### config.mk
export PLATFORM = sky130hd
export DESIGN_NAME = inst_encoder
export DESIGN_NICKNAME = d
export VERILOG_FILES = /design/src/rtl/inst_encoder.sv
export SDC_FILE = /design/constraint.sdc
export NUM_CORES = 1
export LEC_CHECK = 0
export CAP_MARGIN = 10
export CELL_PAD_IN_SITES_DETAIL_PLACEMENT = 0
export CELL_PAD_IN_SITES_GLOBAL_PLACEMENT = 1
export CORE_AREA = 2 2 85 148
export DETAILED_ROUTE_END_ITERATION = 10
export DIE_AREA = 0 0 87 150
export GPL_ROUTABILITY_DRIVEN = 0
export PLACE_DENSITY = 0.8
export SETUP_SLACK_MARGIN = 0.15
export SLEW_MARGIN = 25
export SYNTH_ARGS = -nofsm -noshare
export SYNTH_HDL_FRONTEND = slang
export SYNTH_SLANG_ARGS = --single-unit
### constraint.sdc
create_clock -name clk -period 2.7 [get_ports clk]
set_input_delay 0.27 -clock clk [delete_from_list [all_inputs] [get_ports clk]]
set_output_delay 0.27 -clock clk [all_outputs]
set_load 0.1 [all_outputs]
### src/rtl/inst_encoder.sv
// inst_encoder: packs decoded RV32I fields into addressed instruction words; `li` expansion under PSEUDO_LI_EN
module inst_encoder #(
   parameter logic [31:0] RESET_PC = 32'h0000_0000
) (
   input  logic        clk,
   input  logic        rst,
   input  logic        in_valid,
   output logic        in_ready,
   input  logic [2:0]  in_fmt,
   input  logic [6:0]  in_opcode,
   input  logic [2:0]  in_funct3,
   input  logic [6:0]  in_funct7,
   input  logic [4:0]  in_rd,
   input  logic [4:0]  in_rs1,
   input  logic [4:0]  in_rs2,
   input  logic [31:0] in_imm,
   output logic        out_valid,
   input  logic        out_ready,
   output logic [31:0] out_inst,
   output logic [31:0] out_addr,
   output logic        err
);
`ifdef PSEUDO_LI_EN
   typedef enum logic [1:0] {EMPTY, FULL, PAIR} state_t;
`else
   typedef enum logic [1:0] {EMPTY, FULL} state_t;
`endif
   state_t state, state_nx, ld_st, drain_st;
   logic [31:0] w0, nxt_inst;
   logic ok, acc, take, ld, upd, shift, fits12;
   assign shift = in_opcode == 7'h13 && in_funct3[1:0] == 2'b01;
   assign fits12 = in_imm == {{20{in_imm[11]}}, in_imm[11:0]};
   assign in_ready = state == EMPTY || (state == FULL && out_ready);
   assign out_valid = state != EMPTY;
   assign acc = in_valid && in_ready;
   assign take = out_valid && out_ready;
   assign ld = acc && ok;
`ifdef PSEUDO_LI_EN
   logic [19:0] li_hi;
   logic [31:0] pend;
   logic two;
   // Upper part rounded so that the sign-extended low 12 bits add back to imm
   assign li_hi = in_imm[31:12] + {19'd0, in_imm[11]};
   assign two = in_fmt == 3'd6 && !fits12 && in_imm[11:0] != 12'd0;
   assign ld_st = two ? PAIR : FULL;
   assign drain_st = state == PAIR ? FULL : EMPTY;
   assign upd = ld || (take && state == PAIR);
   assign nxt_inst = ld ? w0 : pend;
   // Park the trailing addi of a split li until its lui has been taken
   always_ff @(posedge clk)
      if (ld) pend <= {in_imm[11:0], in_rd, 3'd0, in_rd, 7'h13};
`else
   assign ld_st = FULL;
   assign drain_st = EMPTY;
   assign upd = ld;
   assign nxt_inst = w0;
`endif
   // Encode the presented bundle and decide whether its immediate is in range
   always_comb begin
      ok = 1'b1;
      w0 = '0;
      case (in_fmt)
         3'd0: w0 = {in_funct7, in_rs2, in_rs1, in_funct3, in_rd, in_opcode};
         3'd1: begin
            w0 = {shift ? {in_funct7, in_imm[4:0]} : in_imm[11:0], in_rs1, in_funct3, in_rd, in_opcode};
            ok = shift ? in_imm[31:5] == 27'd0 : fits12;
         end
         3'd2: begin
            w0 = {in_imm[11:5], in_rs2, in_rs1, in_funct3, in_imm[4:0], in_opcode};
            ok = fits12;
         end
         3'd3: begin
            w0 = {in_imm[12], in_imm[10:5], in_rs2, in_rs1, in_funct3, in_imm[4:1], in_imm[11], in_opcode};
            ok = in_imm == {{19{in_imm[12]}}, in_imm[12:0]} && !in_imm[0];
         end
         3'd4: begin
            w0 = {in_imm[31:12], in_rd, in_opcode};
            ok = in_imm[11:0] == 12'd0;
         end
         3'd5: begin
            w0 = {in_imm[20], in_imm[10:1], in_imm[11], in_imm[19:12], in_rd, in_opcode};
            ok = in_imm == {{11{in_imm[20]}}, in_imm[20:0]} && !in_imm[0];
         end
`ifdef PSEUDO_LI_EN
         3'd6: w0 = fits12 ? {in_imm[11:0], 5'd0, 3'd0, in_rd, 7'h13} : {li_hi, in_rd, 7'h37};
`endif
         default: ok = 1'b0;
      endcase
   end
   // Next state: a load wins, otherwise a taken word drains the register
   always_comb begin
      state_nx = state;
      if (ld) state_nx = ld_st;
      else if (take) state_nx = drain_st;
   end
   // State, output word, address counter and one-cycle reject pulse
   always_ff @(posedge clk)
      if (rst) begin
         state <= EMPTY;
         out_inst <= '0;
         out_addr <= RESET_PC;
         err <= 1'b0;
      end else begin
         state <= state_nx;
         err <= acc && !ok;
         if (take) out_addr <= out_addr + 32'd4;
         if (upd) out_inst <= nxt_inst;
      end
endmodule

* Yosys cells after proc, flatten, opt, wreduce, memory -nomap -nowiden
Cells that the tools add are included.
Widths: inputs -> output; s select.
** Word-level totals
- Input port bits :: 71
- Register bits :: 66
- Output and inout port bits :: 67
- Word-level logic and storage cells :: 36
** Cells by class
- Reduce and logical (&&, ||, !) cells :: 15
- $add $sub $neg :: 1
- Equality and inequality tests :: 10
- Mux-type cells :: 6
** Operator list (count)
- $pmux 32 s6 :: 1
- $add 32x3->32 const B :: 1
- $logic_not 27->1 :: 1
- $eq 20x20->1 :: 1
- $eq 19x19->1 :: 1
- $logic_not 12->1 :: 1
- $mux 12 :: 1
- $eq 11x11->1 :: 1
- $eq 7x5->1 const B :: 1
- $logic_and 1x1->1 :: 7
- $eq 3x2->1 const B :: 2
- $eq 3x3->1 const B :: 2
- $pmux 1 s6 :: 1
- $eq 3x1->1 const B :: 1
- $logic_not 3->1 :: 1
- $mux 1 :: 3
- $eq 2x1->1 const B :: 1
- $logic_not 1->1 :: 2
- $logic_not 2->1 :: 1
- $reduce_bool 2->1 :: 1
- $logic_or 1x1->1 :: 1

* Longest topological paths before layout
- Word-level depth :: 6
- Mapped depth :: 9

* Least setup slack after synthesis
Ideal clock, no wire load.
- Path type :: reg-to-reg
- Start point :: register state[0]
- End point :: register out_inst[12]
- Path buffers :: 2
- Cell stages (with the launch flop) :: 8
- Period minus slack after synthesis :: 3.291 ns
- Slack :: -0.591 ns
- Required time :: 2.581 ns
- Arrival :: 3.172 ns
- Cells stage by stage :: dfxtp_1 -> nand2b_1 -> and2_1 -> clkbuf_1 -> o21ai_0 -> nand3_2 -> buf_6 -> o221a_1
** Between the ends
- Longest elaborated chain between the ends :: 4
- Elaborated cells between the ends (all ways) :: 5
- Classes of those cells :: reduce/logical: 5
** RTL lines
- start, declared :: line 28 : state_t state, state_nx, ld_st, drain_st;
- start signal, assigned :: line 104 : state <= state_nx;
- $logic_not 2->1 or $logic_and 1x1->1 (tied branches) :: line 33 : assign in_ready = state == EMPTY || (state == FULL && out_ready);
- $logic_or 1x1->1 * :: line 33
- via in_ready :: line 8 : output logic in_ready,
- $logic_and 1x1->1 * :: line 35 : assign acc = in_valid && in_ready;
- $logic_and 1x1->1 * :: line 37 : assign ld = acc && ok;
- end signal, assigned :: line 107 : if (upd) out_inst <= nxt_inst;
- end, declared :: line 19 : output logic [31:0] out_inst,
Mark *: on every way through the listed nets, which the timed path passes. The rest lies on a longest branch.
A chain may end at the register's enable or synchronous reset.

* Final worst setup path
- Start point :: input port in_imm[11]
- End point :: register out_inst[16]
** Between the ends
- Longest elaborated chain between the ends :: 4
- Elaborated cells between the ends (all ways) :: 6
- Classes of those cells :: eq/ne: 1; mux: 2; reduce/logical: 3
** RTL lines
- start, declared :: line 16 : input logic [31:0] in_imm,
- $eq 20x20->1 or $logic_not 27->1 (tied branches) :: line 32, 66
- $mux 1 :: line 66 : ok = shift ? in_imm[31:5] == 27'd0 : fits12;
- $pmux 1 s6 * :: line 62 : case (in_fmt)
- $logic_and 1x1->1 * :: line 37
Every way passes the cells marked *; elsewhere a longest branch is shown, timed or not.

==> flow_summary.ini <==
[grt]
grt_pass1_wl_um = 18600
antenna_found_initial = 0
grt.overflow.total = 0
track_usage = 0.183
grt_pass1_vias = 3657
grt_max_degree = 37

[placement]
dpl-instance-area_um2 = 4840
dp_worst_setup_slack_ns = 0.0861
dpl.hpwl_um = 9470
io_buffers = 135

[clock_tree]
cts_inserted_buffers = 9
clk_pin_slew_ns = 0.06
numClockSinks = 64
ctsResizeCount = 0
clk_root_buffer_cell = clkbuf_16
holdBufCountCts = 0
cts_buffer_depth = 2
cts.htree.levels = 3
clock_latency_ns = 0.33
post-cts-setup-buffer-count = 0
cts_tree = yes

[detailed_routing]
routed_wl_um = 12100
post_drt_via_cell_ratio = 5.19
dr.pass1.iters = 5
drc = 0
wl_per_cell_um = 17.6
via_count = 3567
drtIter0Drc = 91
ant_nets = 0

[pwr]
p_leak_nw = 2.05
power_density_nw_per_um2 = 511
ir_worst_vdd_mv = 0.279

[timing]
period_minus_slack_ns = 2.26
rsz0062_at_grt = no
skew_ns = 0.00354
tightest_slew_ns = 0.758
setup_total_negative_slack_ns = 0
hold_ws_ns = 0.459
max-slew-margin-rel = 0.491
final_max_slew_viol_count = 0
hold_viol_final = 0
setup_violations = 0
max_freq_ghz = 0.442
fin_crit_sh = 0.837
setup_ws_ns = 0.440

[outcome]
status = completed

[floorplan]
io_pins = 138
dieArea_um2 = 13100
die_width_um = 87
core_um2 = 11900
die_y_um = 150
core.rowCount = 53
start_util = 0.294

[synth]
netlist.area_leader.share = 0.367
ys_top_cells_by_area = dfxtp_1, nand2_1, o221a_1
async_flop_share = 0
synth_most_common_cell = dfxtp_1
avgSynthCellArea_um2 = 8.47
synth_ff_type = dfxtp_1
synth-seq-cells = 64
synth_area_um2 = 3490
yosys-top-cells-count = dfxtp_1, nand2_1, nor2_1, a21oi_1, mux2i_1
synth_edf_count = 0
yosys_warnings = 0
ys_types = 54
ys_seq_area_frac = 0.367
yosysTopAreaCell = dfxtp_1
syn_inst = 412

[layout]
fillers = 1178
fin_util = 0.434
final_area_um2 = 5150
drive_gt1_frac = 0.216
syn_to_final_growth_pct = 47.6
num_antenna_cells = 0
fin_nets = 618

[run]
maxCapViolCount = 0

[worst_setup_path]
endpoint_kind = flop
cp_max_fo = 20
worst_ep_arrival_time_ns = 2.48
cp-start-kind = input pin
critPathKind = in2reg
worstPathRequired_ns = 2.92

[hold_path]
hold_class = reg2reg
==> registers in the layout (all words and copies together) (netlist names) <==
| name | count |
|---|---|
| state | 1 |
| out_addr | 30 |
| err | 1 |
| out_inst | 32 |
==> stage by stage <==
stage	instances	total power (W)
2_1_floorplan	413	0.00127
3_3_place_gp	671	0.00146
3_5_place_dp	671	0.00147
4_1_cts	687	0.00267
5_1_grt	687	0.00273
6_report	687	0.00263
==> area by class of cell <==
type / count / area [um^2] / area share
Multi-Input combinational cell: 314 / 2030 / 0.394
Clock buffer: 10 / 239 / 0.0464
Sequential cell: 64 / 1290 / 0.250
Timing Repair Buffer: 148 / 1320 / 0.257
Tap cell: 137 / 171 / 0.0333
Clock inverter: 6 / 67.6 / 0.0131
Inverter: 8 / 30.0 / 0.00583
==> final timing paths <==
check,slack (ns),endpoint,start,cells after the start
max reg2reg,0.70,out_addr[22]$_SDFFE_PP0P_,out_addr[2]$_SDFFE_PP0P_,7
min,0.46,out_inst[2]$_SDFFE_PP0P_,out_inst[2]$_SDFFE_PP0P_,2
min reg2reg,0.46,out_inst[2]$_SDFFE_PP0P_,out_inst[2]$_SDFFE_PP0P_,2
max,0.44,out_inst[16]$_SDFFE_PP0P_,in_imm[11],8
==> worst max-delay path: stages <==
cell,delay [ns]
clkdlybuf4s50_1,0.60
inv_1,0.12
ha_1,0.30
nor4_1,0.48
o21a_1,0.27
nor3_2,0.07
buf_12,0.15
o221a_1,0.21
==> layer usage <==
metal,global-route usage,wire [um],vias up
met4,0.0836,301,0
met3,0.0441,908,20
li1,-,-,1753
met2,0.349,6580,136
met1,0.180,4290,1658
met5,0,0,-
==> layout by cell type (no fill, tap or decap), drive strengths merged, types with 2 or more instances in the layout <==
cell            n
a21oi          28
a221oi          5
a22o            6
a22oi           5
a31oi           2
and2            5
and3            6
and4            2
buf            78
clkbuf         10
clkdlybuf4s50  70
clkinv          3
clkinvlp        2
conb            2
dfxtp          64
ha              2
inv             8
mux2i          20
nand2          58
nand2b          2
nand3          19
nand4          12
nor2           39
nor2b           6
nor3            9
nor4           10
o21ai          10
o221a          19
or2             2
or3             8
xnor2           9
xor2           15
==> cell families after synthesis <==
kind of cell	share of synthesized area
other cells	0.00107
xor+xnor	0.0602
flops	0.367
buf+inv	0.0527
fa+ha+maj	0.00717
compound gates	0.187
mux	0.0574
simple gates	0.267
==> power breakdown <==
group,switching (W),total (W),internal (W),leakage [nW]
Sequential,0.0000103,0.000972,0.000961,0.521
Clock,0.000445,0.00119,0.000742,0.145
Combinational,0.000293,0.000475,0.000182,1.38
Note: power is estimated with default switching activity, not from simulation.
==> RTL edit 1: new RTL, same flow settings <==
Add a define of `PSEUDO_LI_EN`.
--- a/src/rtl/inst_encoder.sv
+++ b/src/rtl/inst_encoder.sv
@@ -1,3 +1,5 @@
 // inst_encoder: packs decoded RV32I fields into addressed instruction words; `li` expansion under PSEUDO_LI_EN
+`define PSEUDO_LI_EN
+
 module inst_encoder #(
    parameter logic [31:0] RESET_PC = 32'h0000_0000
Behaviour: not the same (a bounded check fails within 4 cycles, from zero or initial values and one cycle with rst high).
==> RTL edit 1 against the original RTL <==
  * Wire length up 48%
  * Area after synthesis rose by 35%
  * Critical path type unchanged
  * Sequential cell count grew 18
  * Largest power group is now registers
  * Setup slack got worse by 230 ps
  * Synthesized cell count up 39%
  * Fmax fell by 9.2%
  * Design area increased by 43%
  * Global-route usage is 7.7 points higher
  * Clock power rose by 7%
  * Combinational power increased by 80%
  * Via count grew 49%
  * Total power increased by 31%
==> RTL edit 1: results (changes against the original RTL) <==
| Metric | Value |
|---|---|
| FF-to-FF Start | `out_addr[16]` |
| Flop2flop setup slack | `550 ps (-150 ps)` |
| Fin nets | `864 (+40%)` |
| Met1 Usage GRT | `26.1% (+8.2 points)` |
| PostCTS Resize Cnt | `6 (+6)` |
| Top-area cell type share of the netlist area | `27.7% (-9.0 points)` |
| Number of synthesized flops with an enable pin | `17 (+17)` |
| Synth top cells by count | `nor2_1 (73), dfxtp_1 (65), nand2_1 (62), clkbuf_1 (27)` |
| Share of layout cells above drive strength 1 | `30.6% (+9.0 points)` |
| Cells after Synth | `571 (+39%)` |
| Synth unique cells | `65 (+20%)` |
| GRT Overall Usage | `26.0% (+7.7 points)` |
| Metal2 WL | `9470 um (+44%)` |
| Largest regs | `out_inst: 32 flops, out_addr: 30 flops, pend: 17 flops` |
| First-pass GRT wire length | `26,000 um (+40%)` |
| Crit path arrival time | `2660 ps (+180 ps)` |
| Max VDD drop | `268 uV (-3.7%)` |
| Largest net degree at the start of global routing | `49 (+32%)` |
| Top cells by area, synth | `dfxtp_1 (28%), edfxtp_1 (11%), nor2_1 (5.8%)` |
| Dpl cells | `903 (+35%)` |
| CP max stage cell | `or4_4` |
| Hold path endpoint | `pend[31]` |
| Status | `finished clean` |
| First-iteration detailed-routing DRC count | `322 (+250%)` |
| Placed Area | `6680 sq um (+38%)` |
| DP Worst Slack | `-297 ps (-383 ps)` |
| Hold Startpoint | `in_imm[11]` |
| Min-Delay Path Class | `primary input to flip-flop` |
| Post-Layout Cell Count | `930 (+35%)` |
| R2R Path End | `out_addr[29]` |
| Worst R2R Path Depth | `8 (+1)` |
| Power Sequential | `1.32 mW (+36%)` |
| Power share of the clock group | `37.0% (-8.1 points)` |
| Vias post-DR | `5,325 (+49%)` |
| Wirelength per Cell | `19.2 um (+9.2%)` |
| Power per cell area | `467 nW/um^2 (-8.7%)` |
| Skew final | `5.50 ps (+1.96 ps)` |
| Crit-path leading delay family | `simple AND/OR/NAND/NOR gates` |
## RTL edit 1: cell count changes after synthesis, moves of 6 or more
cell      before  now
nor2_1        39   73
edfxtp_1       0   17
o221a_1       19    2
nor3_1         6   22
a211oi_1       1   15
and3_1         6   20
clkbuf_1      13   27
mux2i_1       20    8
o21ai_0        7   19
xor2_1        15   22
a21oi_1       28   22
nand4b_1       0    6
xnor2_1        9   15
## RTL edit 1: area by class of cell
cell class | count | share of cell area, %
Sequential cell | 82 | 24.7
Multi-Input combinational cell | 441 | 39.5
Tap cell | 137 | 2.32
Clock inverter | 6 | 0.932
Timing Repair Buffer | 244 | 28.4
Clock buffer | 10 | 3.39
Inverter | 10 | 0.678
## RTL edit 1: cells by family after synthesis
kind of cell    Yosys count  synth area share, %
compound gates          118                 18.0
xor+xnor                 37                 6.89
fa+ha+maj                 5                 1.33
buf+inv                  49                 4.31
flops                    82                 38.5
mux                      11                 2.42
other cells               1               0.0797
simple gates            268                 28.5
==> RTL edit 2: new RTL, same settings <==
Without the edit above. Remove the register `err`: a continuous assignment takes its place, so the output `err` follows one clock earlier.
--- a/src/rtl/inst_encoder.sv
+++ b/src/rtl/inst_encoder.sv
@@ -100,11 +100,11 @@
          out_inst <= '0;
          out_addr <= RESET_PC;
-         err <= 1'b0;
       end else begin
          state <= state_nx;
-         err <= acc && !ok;
          if (take) out_addr <= out_addr + 32'd4;
          if (upd) out_inst <= nxt_inst;
       end
+
+   assign err = acc && !ok;
 endmodule
 
Behaviour: not the same (a bounded check fails within 4 cycles, from zero or initial values and one cycle with rst high).
==> RTL edit 2 against the original RTL <==
  * Setup slack got worse by 240 ps
  * Non-clock buffer count rose by 44
  * Design area rose by 9.5%
  * Sequential cell count fell by 1
  * Synthesized cell count rose by 4.9%
  * Area after synthesis rose by 1.3%
  * Wire length fell by 2.9%
  * Largest power group unchanged
  * Core utilization rose by 4.1 points
  * Clock skew rose by 1.2 ps
  * Critical path type is now primary input to output pin
  * Global-route usage fell by 0.39 points
  * Total power fell by 6.1%
  * Combinational power fell by 3%
  * Highest routed layer unchanged
==> RTL edit 2: results (changes against the original RTL) <==
| Metric | Value |
|---|---|
| Syn_area_per_cell | `8.18 sq um (-3.4%)` |
| Flop2flop setup slack | `550 ps (-150 ps)` |
| Hold path endpoint | `out_inst[3]` |
| WHS | `252 ps (-207 ps)` |
| Synth Area in Adders | `0.708% (-0.0091 points)` |
| Share of layout cells above drive strength 1 | `29.5% (+7.9 points)` |
| Power Sequential | `0.948 mW (-2.5%)` |
| Vias post-DR | `3,789 (+6.2%)` |
| Top cells by area, synth | `dfxtp_1 (36%), mux2i_1 (8.8%), nand2_1 (6.1%)` |
| Crit path max fanout | `3 (-85%)` |
| Fin crit share | `92.8% (+9.0 points)` |
| GRT met2 Usage | `34.2% (-0.73 points)` |
| Worst R2R Path Depth | `6 (-1)` |
| Synth top cells by count | `dfxtp_1 (63), nand2_1 (57), nor2_1 (45), a21oi_1 (37), mux2i_1 (31)` |
| Min-Delay Path Class | `primary input to flip-flop` |
| Post-CTS setup buffers | `2 (+2)` |
| Max-cap viol count | `0 (unchanged)` |
| R2R Path End | `out_addr[31]` |
| Wirelength per Cell | `15.6 um (-12%)` |
| Hold path depth | `3 (+1)` |
| Post-DP HPWL | `9530 um (+0.60%)` |
| Skew final | `4.75 ps (+1.21 ps)` |
| Max clock buf depth | `2 (unchanged)` |
| DR vias/cell | `5.03 (-3.2%)` |
| Power, Total | `2.47 mW (-6.1%)` |
| Mux cell area share after synthesis | `15.7% (+9.9 points)` |
| Synth Area in XOR/XNOR | `3.96% (-2.1 points)` |
| Compound-Gate Fraction of Synth Area | `11.9% (-6.8 points)` |
| Leakage power | `2.53 nW (+24%)` |
| Pre-Repair DR Iteration Count | `4 (-1)` |
| CP max stage cell | `or3_4` |
| Synth unique cells | `43 (-20%)` |
| PostCTS Resize Cnt | `33 (+33)` |
| Placed Area | `5200 sq um (+7.4%)` |
| Hold Startpoint | `in_opcode[3]` |
| Crit path arrival time | `2230 ps (-250 ps)` |
| Met3 usage | `5.85% (+1.4 points)` |
| Crit-path leading delay family | `simple AND/OR/NAND/NOR gates` |
| Met1 Usage GRT | `17.2% (-0.76 points)` |
| First-pass GRT wire length | `18,100 um (-2.3%)` |
| P_clk | `1.06 mW (-11%)` |
| FF-to-FF Start | `out_addr[10]` |
| Max stage delay on crit path | `450 ps (-150 ps)` |
| Setup crit end | `err` |
| Routed length on met1 | `4240 um (-1.2%)` |
| Post-synth ARST share | `0% (unchanged)` |
| Max VDD drop | `302 uV (+8.3%)` |
| Fin nets | `685 (+11%)` |
| Dpl cells | `730 (+8.8%)` |
| First-iteration detailed-routing DRC count | `82 (-9.9%)` |
| Sw Ratio | `26.6% (-1.8 points)` |
| Met3 wire len | `785 um (-14%)` |
| Post-synthesis sequential area ratio | `35.7% (-1.0 points)` |
| Metal2 WL | `6400 um (-2.8%)` |
| Filler cells | `1,172 (-0.51%)` |
| Status | `finished clean` |
[RTL edit 2: cell types whose count changed in the layout (fill, tap and decap cells not counted), sizes merged, moves of 11 or more]
cell | before | now
buf | 78 | 126
clkdlybuf4s50 | 70 | 47
mux2 | 0 | 19
o221a | 19 | 0
nor2b | 6 | 20
mux2i | 20 | 31
[RTL edit 2: logic make-up after synthesis]
kind of cell | after synthesis
AND/OR/NAND/NOR | 199
AO/OA/AOI/OAI | 69
flip-flops | 63
multiplexers | 50
buffers and inverters | 32
XOR/XNOR | 16
adder cells (fa/ha/maj) | 2
other | 1
[RTL edit 2: layout make-up]
class,count,area [sq um],share of cell area [%]
Clock buffer,12,256,4.55
Timing Repair Buffer,192,1640,29.1
Sequential cell,63,1270,22.5
Tap cell,137,171,3.04
Inverter,8,30.0,0.533
Multi-Input combinational cell,338,2250,39.9
Clock inverter,4,20.0,0.355
